## config.mk

```make
export PLATFORM = sky130hd
export DESIGN_NAME = l2arb
export DESIGN_NICKNAME = d
export VERILOG_FILES = /design/src/rtl/l2arb_pkg.sv /design/src/rtl/l2arb_fifo.sv /design/src/rtl/l2arb.sv
export SDC_FILE = /design/constraint.sdc
export NUM_CORES = 1
export LEC_CHECK = 0
export ABC_AREA = 0
export ABC_CLOCK_PERIOD_IN_PS = 7300
export CAP_MARGIN = 20
export CORE_AREA = 2 2 146 148
export CTS_BUF_LIST = sky130_fd_sc_hd__clkbuf_8
export DETAILED_ROUTE_END_ITERATION = 10
export DIE_AREA = 0 0 148 150
export PLACE_DENSITY = 0.7
export SYNTH_ARGS = -nofsm -noshare
export SYNTH_HDL_FRONTEND = slang
export SYNTH_SLANG_ARGS = --single-unit
```

## constraint.sdc

```tcl
create_clock -name clk -period 7.3 [get_ports clk]
set_input_delay 1.46 -clock clk [delete_from_list [all_inputs] [get_ports clk]]
set_output_delay 1.46 -clock clk [all_outputs]
set_load 0.01 [all_outputs]
```

## src/rtl/l2arb_pkg.sv

```systemverilog
// l2arb_pkg: definitions shared between the L1 caches, this arbiter and the L2.
//   - requester IDs recorded in the arbiter's in-order ID queue
//   - L2 request op encodings
//   - the registered request record that drives the L2 req_* port
package l2arb_pkg;

  localparam int ADDR_W  = 30;  // word address, byte address bits [31:2]
  localparam int WMASK_W = 4;
  localparam int WDATA_W = 32;
  localparam int RDATA_W = 64;
  localparam int OP_W    = 2;

  // Requester identity carried through the ID queue.
  localparam logic [0:0] REQ_ID_IC = 1'b0;
  localparam logic [0:0] REQ_ID_DC = 1'b1;

  // L2 request op encodings.
  localparam logic [OP_W-1:0] L2_OP_READ  = 2'b00;
  localparam logic [OP_W-1:0] L2_OP_WRITE = 2'b01;
  localparam logic [OP_W-1:0] L2_OP_FLUSH = 2'b10;
  localparam logic [OP_W-1:0] L2_OP_RSVD  = 2'b11;

  // Output stage contents (what the L2 sees on req_*).
  typedef struct packed {
    logic               valid;
    logic [OP_W-1:0]    op;
    logic [ADDR_W-1:0]  addr;
    logic [WMASK_W-1:0] wmask;
    logic [WDATA_W-1:0] wdata;
  } l2_req_t;

endpackage

```

## src/rtl/l2arb_fifo.sv

```systemverilog
// l2arb_fifo: small synchronous FIFO with valid/ready on both sides.
//   wr_valid/wr_ready/wr_data : push side; wr_ready depends only on the
//                               registered occupancy (no same-cycle pop credit)
//   rd_valid/rd_ready/rd_data : pop side; rd_data is the head entry
//   count                     : registered occupancy, 0..DEPTH
// Handshake rule on every port pair: a transfer happens in a cycle where
// valid and ready are both 1 at the rising clock edge; ready never depends
// on the same side's valid.
// DEPTH must be a power of two so the pointers wrap naturally.
module l2arb_fifo #(
  parameter int WIDTH = 1,
  parameter int DEPTH = 4
) (
  input  logic                   clk,
  input  logic                   rst,      // async, active-low
  input  logic                   wr_valid,
  output logic                   wr_ready,
  input  logic [WIDTH-1:0]       wr_data,
  output logic                   rd_valid,
  input  logic                   rd_ready,
  output logic [WIDTH-1:0]       rd_data,
  output logic [$clog2(DEPTH):0] count
);

  localparam int PTR_W = $clog2(DEPTH);
  localparam int CNT_W = PTR_W + 1;
  localparam logic [CNT_W-1:0] FULL = CNT_W'(DEPTH);

  logic [WIDTH-1:0] mem_q [DEPTH];
  logic [WIDTH-1:0] mem_d [DEPTH];
  logic [PTR_W-1:0] wr_ptr_q, wr_ptr_d;
  logic [PTR_W-1:0] rd_ptr_q, rd_ptr_d;
  logic [CNT_W-1:0] count_q, count_d;
  logic             wr_fire;
  logic             rd_fire;

  assign wr_ready = (count_q != FULL);
  assign rd_valid = (count_q != '0);
  assign rd_data  = mem_q[rd_ptr_q];
  assign count    = count_q;

  always_comb begin
    wr_fire  = wr_valid & wr_ready;
    rd_fire  = rd_valid & rd_ready;
    mem_d    = mem_q;
    wr_ptr_d = wr_ptr_q;
    rd_ptr_d = rd_ptr_q;
    count_d  = count_q;
    if (wr_fire) begin
      mem_d[wr_ptr_q] = wr_data;
      wr_ptr_d        = wr_ptr_q + 1'b1;
    end
    if (rd_fire) begin
      rd_ptr_d = rd_ptr_q + 1'b1;
    end
    // Push and pop together leave the occupancy unchanged.
    case ({wr_fire, rd_fire})
      2'b10:   count_d = count_q + 1'b1;
      2'b01:   count_d = count_q - 1'b1;
      default: count_d = count_q;
    endcase
  end

  always_ff @(posedge clk or negedge rst) begin
    if (!rst) begin
      for (int i = 0; i < DEPTH; i++) mem_q[i] <= '0;
      wr_ptr_q <= '0;
      rd_ptr_q <= '0;
      count_q  <= '0;
    end else begin
      mem_q    <= mem_d;
      wr_ptr_q <= wr_ptr_d;
      rd_ptr_q <= rd_ptr_d;
      count_q  <= count_d;
    end
  end

endmodule

```

## src/rtl/l2arb.sv

```systemverilog
// l2arb: two-requester front end for the L2 request/response interface.
// Round-robin arbitration of instruction-fetch (IC) and data-cache (DC)
// requests into one registered output stage driving req_*; every accepted
// request's owner is queued in order so each L2 response is steered back.
//
// Ports
//   clk, rst                 : clock, async active-low reset
//   ic_req_*                 : IC read requests (op forced read, wmask/wdata 0)
//   ic_resp_*                : responses routed to IC
//   dc_req_*                 : DC requests (op/addr/wmask/wdata)
//   dc_resp_*                : responses routed to DC
//   req_*, l2_req_ready      : request port to the L2
//   l2_resp_*, resp_ready    : response port from the L2
//   arb_idle                 : output stage empty and no outstanding IDs
//
// Handshakes: every valid/ready pair transfers on a rising edge where both
// are 1. Upstream readies never depend on the same requester's valid; the
// only cross-dependency is the other requester's valid during a tie.
// The L2 returns exactly one response per accepted request, in order.
module l2arb
  import l2arb_pkg::*;
#(
  parameter int DEPTH = 4
) (
  input  logic               clk,
  input  logic               rst,
  input  logic               ic_req_valid,
  input  logic [ADDR_W-1:0]  ic_req_addr,
  output logic               ic_req_ready,
  output logic               ic_resp_valid,
  output logic               ic_resp_error,
  output logic [RDATA_W-1:0] ic_resp_rdata,
  input  logic               ic_resp_ready,
  input  logic               dc_req_valid,
  input  logic [OP_W-1:0]    dc_req_op,
  input  logic [ADDR_W-1:0]  dc_req_addr,
  input  logic [WMASK_W-1:0] dc_req_wmask,
  input  logic [WDATA_W-1:0] dc_req_wdata,
  output logic               dc_req_ready,
  output logic               dc_resp_valid,
  output logic               dc_resp_error,
  output logic [RDATA_W-1:0] dc_resp_rdata,
  input  logic               dc_resp_ready,
  output logic               req_valid,
  output logic [OP_W-1:0]    req_op,
  output logic [ADDR_W-1:0]  req_addr,
  output logic [WMASK_W-1:0] req_wmask,
  output logic [WDATA_W-1:0] req_wdata,
  input  logic               l2_req_ready,
  input  logic               l2_resp_valid,
  input  logic               l2_resp_error,
  input  logic [RDATA_W-1:0] l2_resp_rdata,
  output logic               resp_ready,
  output logic               arb_idle
);

  l2_req_t                ob_q, ob_d;
  logic [0:0]             last_q, last_d;   // requester granted most recently
  logic                   can_issue;
  logic                   dc_wins_tie;
  logic                   ic_fire;
  logic                   dc_fire;
  logic                   push;
  logic [0:0]             push_id;
  logic                   id_wr_ready;
  logic                   id_rd_valid;
  logic                   id_rd_ready;
  logic [0:0]             head_id;
  logic [$clog2(DEPTH):0] id_count;

  // ---------------- arbitration ----------------
  // The output stage can take a new entry if it is empty or draining this
  // cycle; the ID queue check uses the registered count only.
  assign can_issue   = (!ob_q.valid || l2_req_ready) && id_wr_ready;
  assign dc_wins_tie = (last_q == REQ_ID_IC);

  // A requester is only held off by the other one winning a tie.
  assign ic_req_ready = can_issue && !(dc_req_valid && dc_wins_tie);
  assign dc_req_ready = can_issue && !(ic_req_valid && !dc_wins_tie);

  assign ic_fire = ic_req_valid && ic_req_ready;
  assign dc_fire = dc_req_valid && dc_req_ready;
  assign push    = ic_fire || dc_fire;
  assign push_id = dc_fire ? REQ_ID_DC : REQ_ID_IC;

  always_comb begin
    ob_d   = ob_q;
    last_d = last_q;
    if (ic_fire) begin
      ob_d.valid = 1'b1;
      ob_d.op    = L2_OP_READ;
      ob_d.addr  = ic_req_addr;
      ob_d.wmask = '0;
      ob_d.wdata = '0;
      last_d     = REQ_ID_IC;
    end else if (dc_fire) begin
      ob_d.valid = 1'b1;
      ob_d.op    = dc_req_op;
      ob_d.addr  = dc_req_addr;
      ob_d.wmask = dc_req_wmask;
      ob_d.wdata = dc_req_wdata;
      last_d     = REQ_ID_DC;
    end else if (l2_req_ready) begin
      // Payload is left in place; only valid drops once the L2 takes it.
      ob_d.valid = 1'b0;
    end
  end

  always_ff @(posedge clk or negedge rst) begin
    if (!rst) begin
      ob_q   <= '0;
      last_q <= REQ_ID_IC;
    end else begin
      ob_q   <= ob_d;
      last_q <= last_d;
    end
  end

  assign req_valid = ob_q.valid;
  assign req_op    = ob_q.op;
  assign req_addr  = ob_q.addr;
  assign req_wmask = ob_q.wmask;
  assign req_wdata = ob_q.wdata;

  // ---------------- ID queue ----------------
  l2arb_fifo #(1, DEPTH) u_id_q (
    .clk      (clk),
    .rst      (rst),
    .wr_valid (push),
    .wr_ready (id_wr_ready),
    .wr_data  (push_id),
    .rd_valid (id_rd_valid),
    .rd_ready (id_rd_ready),
    .rd_data  (head_id),
    .count    (id_count)
  );

  // ---------------- response steering ----------------
  // With no outstanding ID a stray L2 response is stalled, never delivered.
  assign ic_resp_valid = l2_resp_valid && id_rd_valid && (head_id == REQ_ID_IC);
  assign dc_resp_valid = l2_resp_valid && id_rd_valid && (head_id == REQ_ID_DC);
  assign ic_resp_rdata = l2_resp_rdata;
  assign dc_resp_rdata = l2_resp_rdata;
  assign ic_resp_error = l2_resp_error;
  assign dc_resp_error = l2_resp_error;

  assign resp_ready  = id_rd_valid &&
                       ((head_id == REQ_ID_DC) ? dc_resp_ready : ic_resp_ready);
  assign id_rd_ready = l2_resp_valid && resp_ready;

  assign arb_idle = !ob_q.valid && (id_count == '0);

endmodule
```

---- Word level (Yosys, flattened, before mapping) ----
Index checks and enable logic that the tools add are counted.
word-level totals
  register bits after elaboration ......... 81
  input bits .............................. 171
  output and inout bits ................... 205
  word-level logic and storage cells ...... 68
operators by class
  order comparisons ....................... 3
  eq/ne operators ......................... 3
  add/sub/neg operators ................... 4
  bitwise logic cells ..................... 6
  reduce and logical (&&, ||, !) cells .... 24
  muxes and demuxes ....................... 15
operators by type and width
  operator             number
  $mux 69              1
  $mux 68              1
  $logic_and 1x1->1    14
  $mux 1               9
  $ge 3x3->1 const B   2
  $not 2->3            2
  $pmux 3 s2           1
  $reduce_bool 3->1    2
  $add 2x1->2 const B  2
  $bwmux 4             1
  $reduce_bool 2->1    2
  $add 3x1->3 const B  1
  $logic_not 1->1      3
  $logic_not 3->1      1
  $lt 3x1->1 const B   1
  $ne 3x3->1 const B   1
  $sub 3x1->3 const B  1
  $and 1x1->1          2
  $bmux 1 s2           1
  $demux 1 s2          1
  $eq 2x1->1 const B   1
  $eq 2x2->1 const B   1
  $logic_or 1x1->1     2
  $not 1->1            2

---- Logic depth before layout (Yosys ltp) ----
Gate-level depths: netlist of run 1.
  depth in word-level cells ............... 10
  depth in mapped cells ................... 11

---- Cells and area by module ----
Synthesis of run 1 repeated with hierarchy kept, for this count alone.
unflattened totals
  cells, all modules ...................... 506
  area total of the unflattened synthesis .. 5047.3 sq um
modules (own cells, without submodules)
  module      cells each  area an instance (sq um)  times used
  l2arb       460         4448.0                    1
  l2arb_fifo  46          599.3                     1

---- Worst setup path before layout of run 1 ----
Ideal clock, no wire load.
  path type ............................... input port to output port
  from .................................... input port l2_req_ready
  to ...................................... output port dc_req_ready
  path slack .............................. 3.963 ns
  arrival time ............................ 1.877 ns
  cell stages on the path ................. 2
  data required time ...................... 5.840 ns
  path through ............................ nand2b_1 and3_1
between the ends
  cells in the longest elaborated chain, start to end .. 3
ends and longest elaborated chain
  what               line         RTL
  from (decl)        l2arb.sv:49  input logic l2_req_ready,
  $logic_or 1x1->1   l2arb.sv:74  assign can_issue = (!ob_q.valid || l2_req_ready) && id_wr_ready;
  $logic_and 1x1->1  l2arb.sv:74
  $logic_and 1x1->1  l2arb.sv:79  assign dc_req_ready = can_issue && !(ic_req_valid && !dc_wins_tie);
  to (decl)          l2arb.sv:39  output logic dc_req_ready,
Every way passes these cells.

---- Worst setup path after layout of run 1 ----
  from .................................... input port l2_req_ready
  to ...................................... output port ic_req_ready
between the ends
  cells in the longest elaborated chain, start to end .. 3
ends and longest elaborated chain
  what               line         RTL
  $logic_or 1x1->1   l2arb.sv:74
  $logic_and 1x1->1  l2arb.sv:74
  $logic_and 1x1->1  l2arb.sv:78  assign ic_req_ready = can_issue && !(dc_req_valid && dc_wins_tie);
  to (decl)          l2arb.sv:29  output logic ic_req_ready,
Every way passes these cells.

==> results of run 1 <==
area by class of cell:
type	instances	area (sq um)	area share (%)
Multi-Input combinational cell	260	1370	23.6
Timing Repair Buffer	185	1840	31.6
Sequential cell	81	2030	34.9
Antenna cell	1	2.50	0.0430
Clock buffer	10	138	2.37
Tap cell	275	344	5.92
Clock inverter	6	73.8	1.27
Inverter	5	18.8	0.323
state kept, by name (all words and copies together) (netlist names), 2 cells and up:
name,flops
u_id_q.rd_ptr_q,2
u_id_q.mem_q,4
u_id_q.wr_ptr_q,2
req_addr,30
req_wdata,32
u_id_q.count,3
req_wmask,4
req_op,2
cell usage in the layout (no fill, tap or decap), drive strengths merged, types with 5 or more instances in the layout:
cell type      Yosys  routed
a22o              17      17
buf              150       6
ha                 5       5
nand2             88      88
clkbuf             5      10
mux2i              7       7
clkdlybuf4s50      0     179
dfrtp             81      81
a21oi             85      85
inv                5       7
nor2              35      35
kinds of logic (layout without fill, tap and decap cells):
logic type                 after synthesis  after routing
adders and majority gates                6              6
other                                    0              1
buffers and inverters                  160            206
AOI/OAI and AO/OA                      104            104
DFF                                     81             81
and+or+nand+nor                        137            137
xor gates and xnor gates                 5              5
muxes                                    8              8
per-stage QoR:
step	util, %	std cells	hold slack [ps]	power [mW]
floorplan	-	501	460	1.44
global placement	27.1	806	481	1.95
detailed placement	27.1	806	486	1.97
CTS	28.1	822	515	2.36
global route	28.1	822	531	2.49
finish	28.1	823	510	2.31
layer usage:
layer	track usage, %	wire length (um)	share of wire, %	vias to the layer above
met3	5.34	1450	11	87
met4	8.10	800	6.1	0
met2	17.8	5870	45	148
met5	0	0	0	-
met1	12.2	4960	38	1638
li1	-	-	-	1585
worst register-to-register path, cell delays in order, from the launching register on:
cell	delay (ps)
dfrtp_1	450
or3b_4	440
and4_4	180
buf_4	380
nor2_8	380
ha_1	250
inv_1	60
fa_1	370
xor2_1	160
nor2_1	140
xor2_1	150
where the power goes:
group	internal, mW	total, mW	leakage, nW	switching, mW
logic	0.602	1.14	1.34	0.539
clock network	0.172	0.361	0.101	0.189
registers	0.667	0.804	0.996	0.137
path summary, 6_finish.rpt:
kind                       cells past startpoint  slack [ps]                   startpoint                     endpoint
max                                            4        2980                 l2_req_ready                 ic_req_ready
min                                            1         510    req_wdata[27]$_DFFE_PN0N_    req_wdata[27]$_DFFE_PN0N_
max reg2reg                                   10        4280  u_id_q.count[0]$_DFFE_PN0P_  u_id_q.count[2]$_DFFE_PN0P_
min reg2reg                                    1         510    req_wdata[27]$_DFFE_PN0N_    req_wdata[27]$_DFFE_PN0N_
max in group asynchronous                      2        5270                          rst      req_addr[6]$_DFFE_PN0N_
min in group asynchronous                      1        1040                          rst     req_wmask[0]$_DFFE_PN0N_
==> results.md, run 1 <==
* Synth Area in Simple Gates at 12.7%
* Top cells by area, synth: dfrtp_1 45%, buf_4 21%, a21oi_1 9.4%, nand2_1 7.3%, a22o_1 3.3%
* FFs w/ async S/R, synth at 100%
* # DRC at 0
* Leak Pwr at 2.44 nW
* Layout cells sized above 1 at 4.94%
* First drt pass iteration count at 4
* Root buffer cell: clkbuf_8
* Port Buffers at 180
* Crit path DAT at 2860 ps
* Post-Syn Area at 4540 sq um
* Synth warn at 0
* Mux contribution to synthesized area at 1.79%
* Gr ovfl total at 0
* Crit path capture type: output pin
* Iter 0 DRT Violations at 92
* DP HPWL at 8.94 mm
* Fill count at 2234
* Register area share after synthesis at 44.6%
* Main combinational cell family by area after synthesis: buffers and inverters
* Design area at 5810 sq um
* Ys flop type: dfrtp_1
* Top cell type's share of synthesized area at 44.6%
* Largest net degree at the start of global routing at 74
* RSZ-0062 raised after global routing: no
* Post-CTS Setup Inserts at 0
* Yosys top cell by area: dfrtp_1
* Syn nets at 678
* EDFF count, synth at 0
* Worst-Skew Late Latency at 370 ps
* Clock sinks at 81
* Run status: completed
* Initial antenna violation count at 1
* Worst path required time at 5840 ps
* Maximum fanout along the worst path at 7
* Maximum vdd drop at 0.192 mV
* Hold Path Class: register to register
* # IOs at 376
* CTS tree: done
* Antenna Nets Post-Route at 0
* CP max stage delay at 530 ps
* Final worst slack at 2980 ps
* First-pass GRT wire length at 19.2 mm
* Cell count after synthesis at 501
* Vias at 3458
* Rows at 53
* Vias in the first global route at 3448
* Slowest stage cell on the critical path: clkdlybuf4s50_1
* Gp weighted congestion at 0.696
* Final hold viol count at 0
* Die Ht at 150 um
* Setup Slack @ Placement at 3000 ps
* Clk buf depth at 2
* Post-Route WL at 13.1 mm
* Slew @ Worst Pin at 873 ps
* Syn avg cell area at 9.07 sq um
* Synthesized flop and latch total at 81
* Pwr/cell area at 397 nW/um^2
* Slew Viols, Final at 0
* GRT Total Usage at 11.4%
* Setup Skew at 8.16 ps
* Resized cells post-CTS at 0
* Fin crit period at 4320 ps
* Slew Limit Headroom at 41.8%
* Critical path type: primary input to output pin
* Post-layout net count at 719
* Final setup violation count at 0
* Commonest cells post-synth: 130 x buf_4, 88 x nand2_1, 85 x a21oi_1, 81 x dfrtp_1, 34 x nor2_1
* CTS Hold Bufs at 0
* Yosys cell types at 30
* DIE AREA at 22200 sq um
* Htree depth at 3
* CTS clk-pin slew, worst paths at 90 ps
* Synth Area in Adders at 1.82%
* Crit start category: primary input
* Routed WL per cell at 15.9 um
* Vias per cell at 4.20
* Final period util at 59.2%
* Crit path buf inv count at 2
* Fmax at 0.231 GHz
* Setup TNS at 0 ps
* Die width at 148 um
* DP Area at 5600 sq um
* Synthesis-to-layout area growth at 28.0%
* Inserted Clock Buffers at 9
* Cell with the most instances after synthesis: buf_4
* Max-cap violations at 0
* Post-synthesis compound-gate area fraction at 12.9%
* Most frequent CP cell: clkdlybuf4s50_1
* Starting density of the core at 22.0%
* CP top delay family: buffers and inverters
* CP Cell Sequence: clkdlybuf4s50_1 -> nand2b_1 -> and3_1 -> clkdlybuf4s50_1
* Core area at 20700 sq um
* Post-Synth XOR/XNOR Area at 0.964%
Note: power is estimated with default switching activity, not from simulation.
==> run 2, diff against run 1 <==
--- a/config.mk
+++ b/config.mk
@@ -6,7 +6,7 @@
 export NUM_CORES = 1
 export LEC_CHECK = 0
 export ABC_AREA = 0
-export ABC_CLOCK_PERIOD_IN_PS = 7300
+export ABC_CLOCK_PERIOD_IN_PS = 4370
 export CAP_MARGIN = 20
 export CORE_AREA = 2 2 146 148
 export CTS_BUF_LIST = sky130_fd_sc_hd__clkbuf_8
==> constraint.sdc (replaced) <==
create_clock -name clk -period 4.37 [get_ports clk]
set_input_delay 0.874 -clock clk [delete_from_list [all_inputs] [get_ports clk]]
set_output_delay 0.874 -clock clk [all_outputs]
set_load 0.01 [all_outputs]
==> results.md, run 2 (synthesis gave the netlist of run 1 again) <==
* Most frequent cells in the layout: 179 x clkdlybuf4s50_1, 88 x nand2_1, 85 x a21oi_1
* Final period util at 72.1%
* Crit path capture type: output pin
* Critical path type: primary input to output pin
* Rows at 53 (unchanged)
* Fill count at 2224 (-0.45%)
* Worst path required time at 3500 ps (-2340 ps)
* Vias in the first global route at 3612 (+4.8%)
* Fin crit period at 3150 ps
* Largest net degree at the start of global routing at 73 (-1.4%)
* Root buffer cell: clkbuf_8
* # IOs at 376 (unchanged)
* Post-layout net count at 719 (unchanged)
* Routed WL per cell at 16.1 um (+1.3%)
* GRT Total Usage at 11.8% (+0.39 points)
* RR Endpoint: u_id_q.count[2]$_DFFE_PN0P_
* Vias at 3440 (-0.52%)
* Final hold viol count at 0 (unchanged)
* Setup Skew at 12.9 ps (+4.70 ps)
* Most common cell after layout, fill and taps aside: clkdlybuf4s50_1
* Gp weighted congestion at 0.686 (-1.4%)
* Worst-Skew Late Latency at 360 ps (about the same)
* Area occupied by multi-input gates at 1370 sq um (unchanged)
* Leak Pwr at 2.44 nW (-0.13%)
* Worst-case reg-to-reg path depth at 9 (-1)
* Inserted Clock Buffers at 9 (unchanged)
* Port Buffers at 180 (unchanged)
* Run status: completed
* DP HPWL at 9.06 mm (+1.3%)
* Crit path DAT at 2280 ps (-580 ps)
* Final hold slack at 507 ps (-3.30 ps)
* Crit start category: primary input
* First drt pass iteration count at 4 (unchanged)
* N_diodes at 0 (-1)
* Htree depth at 3 (unchanged)
* CTS clk-pin slew, worst paths at 90 ps (about the same)
* Maximum fanout along the worst path at 7 (unchanged)
* Post-CTS Setup Inserts at 0 (unchanged)
* Reg2Reg Launch Point: u_id_q.count[0]$_DFFE_PN0P_
* RSZ-0062 raised after global routing: no
* Clk buf depth at 2 (unchanged)
* Resized cells post-CTS at 0 (unchanged)
* Hold Path Class: register to register
* Setup Slack @ Placement at 1090 ps (-1910 ps)
* CTS Hold Bufs at 0 (unchanged)
* # DRC at 0 (unchanged)
* Initial antenna violation count at 0 (-1)
* Storage element area at 2030 sq um (unchanged)
* Clock sinks at 81 (unchanged)
* Max-cap violations at 0 (unchanged)
* Antenna Nets Post-Route at 0 (unchanged)
* Slew Viols, Final at 0 (unchanged)
* CP endpoint: ic_req_ready
* Final std cells w/o fill at 822 (-0.12%)
* Post-Route WL at 13.2 mm (+1.1%)
* CTS tree: done
* Final worst slack at 1220 ps (-1760 ps)
* Die width at 148 um (unchanged)
* Fmax at 0.317 GHz
* Slew @ Worst Pin at 811 ps (-61.6 ps)
* Placed cell count at 806 (unchanged)
* Gr ovfl total at 0 (unchanged)
* Vias per cell at 4.18 (-0.40%)
* Setup TNS at 0 ps (unchanged)
* Layout cells sized above 1 at 4.75% (-0.18 points)
* Core area at 20700 sq um (unchanged)
* Starting density of the core at 22.0% (unchanged)
* DIE AREA at 22200 sq um (unchanged)
* Maximum vdd drop at 0.389 mV (+100%)
* R2R Setup Slk at 1820 ps (-2460 ps)
* Final setup violation count at 0 (unchanged)
* CP startpoint: l2_req_ready
* Die Ht at 150 um (unchanged)
* Pwr/cell area at 656 nW/um^2 (+65%)
* Max reg flops at 32 (unchanged)
* First-pass GRT wire length at 20.0 mm (+4.5%)
* Synthesis-to-layout area growth at 27.5%
* Iter 0 DRT Violations at 112 (+22%)
* Slew Limit Headroom at 45.9% (+4.1 points)
## run 2: cell types whose count changed in the layout (fill, tap and decap cells not counted)
cell        change
bufinv_16       -1
clkbuf_8        +1
clkinvlp_4      -1
diode_2         -1
inv_1           +1
inv_6           +1
inv_8           -1
## run 2: stage by stage
stage | power (mW) | util (%) | area, sq um
finish | 3.80 | 28.0 | 5790
global route | 4.11 | 28.0 | 5790
CTS | 3.89 | 28.0 | 5790
detailed placement | 3.31 | 27.1 | 5600
global placement | 3.27 | 27.1 | 5600
floorplan | 2.41 | - | 4540
## run 2: critical path, stage by stage
cell and delay [ps]:
clkdlybuf4s50_1 470, nand2b_1 230, and3_1 180, clkdlybuf4s50_1 530
## run 2: layout make-up
type                            instances  area share [%]
Sequential cell                        81            35.0
Timing Repair Buffer                  185            31.7
Multi-Input combinational cell        260            23.7
Tap cell                              275            5.94
Clock buffer                           11            2.62
Clock inverter                          5           0.648
Inverter                                5           0.324
## run 2: worst min-delay path by stage
stage	to	start	cells after the start
5_1_grt	u_id_q.mem_q[1]$_DFFE_PN0P_	u_id_q.mem_q[1]$_DFFE_PN0P_	1
3_5_place_dp	req_wmask[2]$_DFFE_PN0N_	req_wmask[2]$_DFFE_PN0N_	1
4_1_cts	req_wmask[2]$_DFFE_PN0N_	req_wmask[2]$_DFFE_PN0N_	1
6_report	req_wmask[2]$_DFFE_PN0N_	req_wmask[2]$_DFFE_PN0N_	1
2_1_floorplan	last_q$_DFFE_PN0N_	last_q$_DFFE_PN0N_	2
3_3_place_gp	u_id_q.mem_q[2]$_DFFE_PN0P_	u_id_q.mem_q[2]$_DFFE_PN0P_	1
## run 2: power breakdown
part           internal, mW  total, mW  switching, mW
combinational          1.01       1.91          0.906
clock                 0.241      0.542          0.301
sequential             1.11       1.34          0.227
total                  2.36       3.80           1.43
## run 2: per-layer routing
layer  wire (um)  global-route usage, %  vias up
met4         717                   7.29        0
met5           0                      0        -
li1            -                      -     1579
met1        5120                   13.1     1634
met2        6080                   18.5      149
met3        1310                   5.37       78
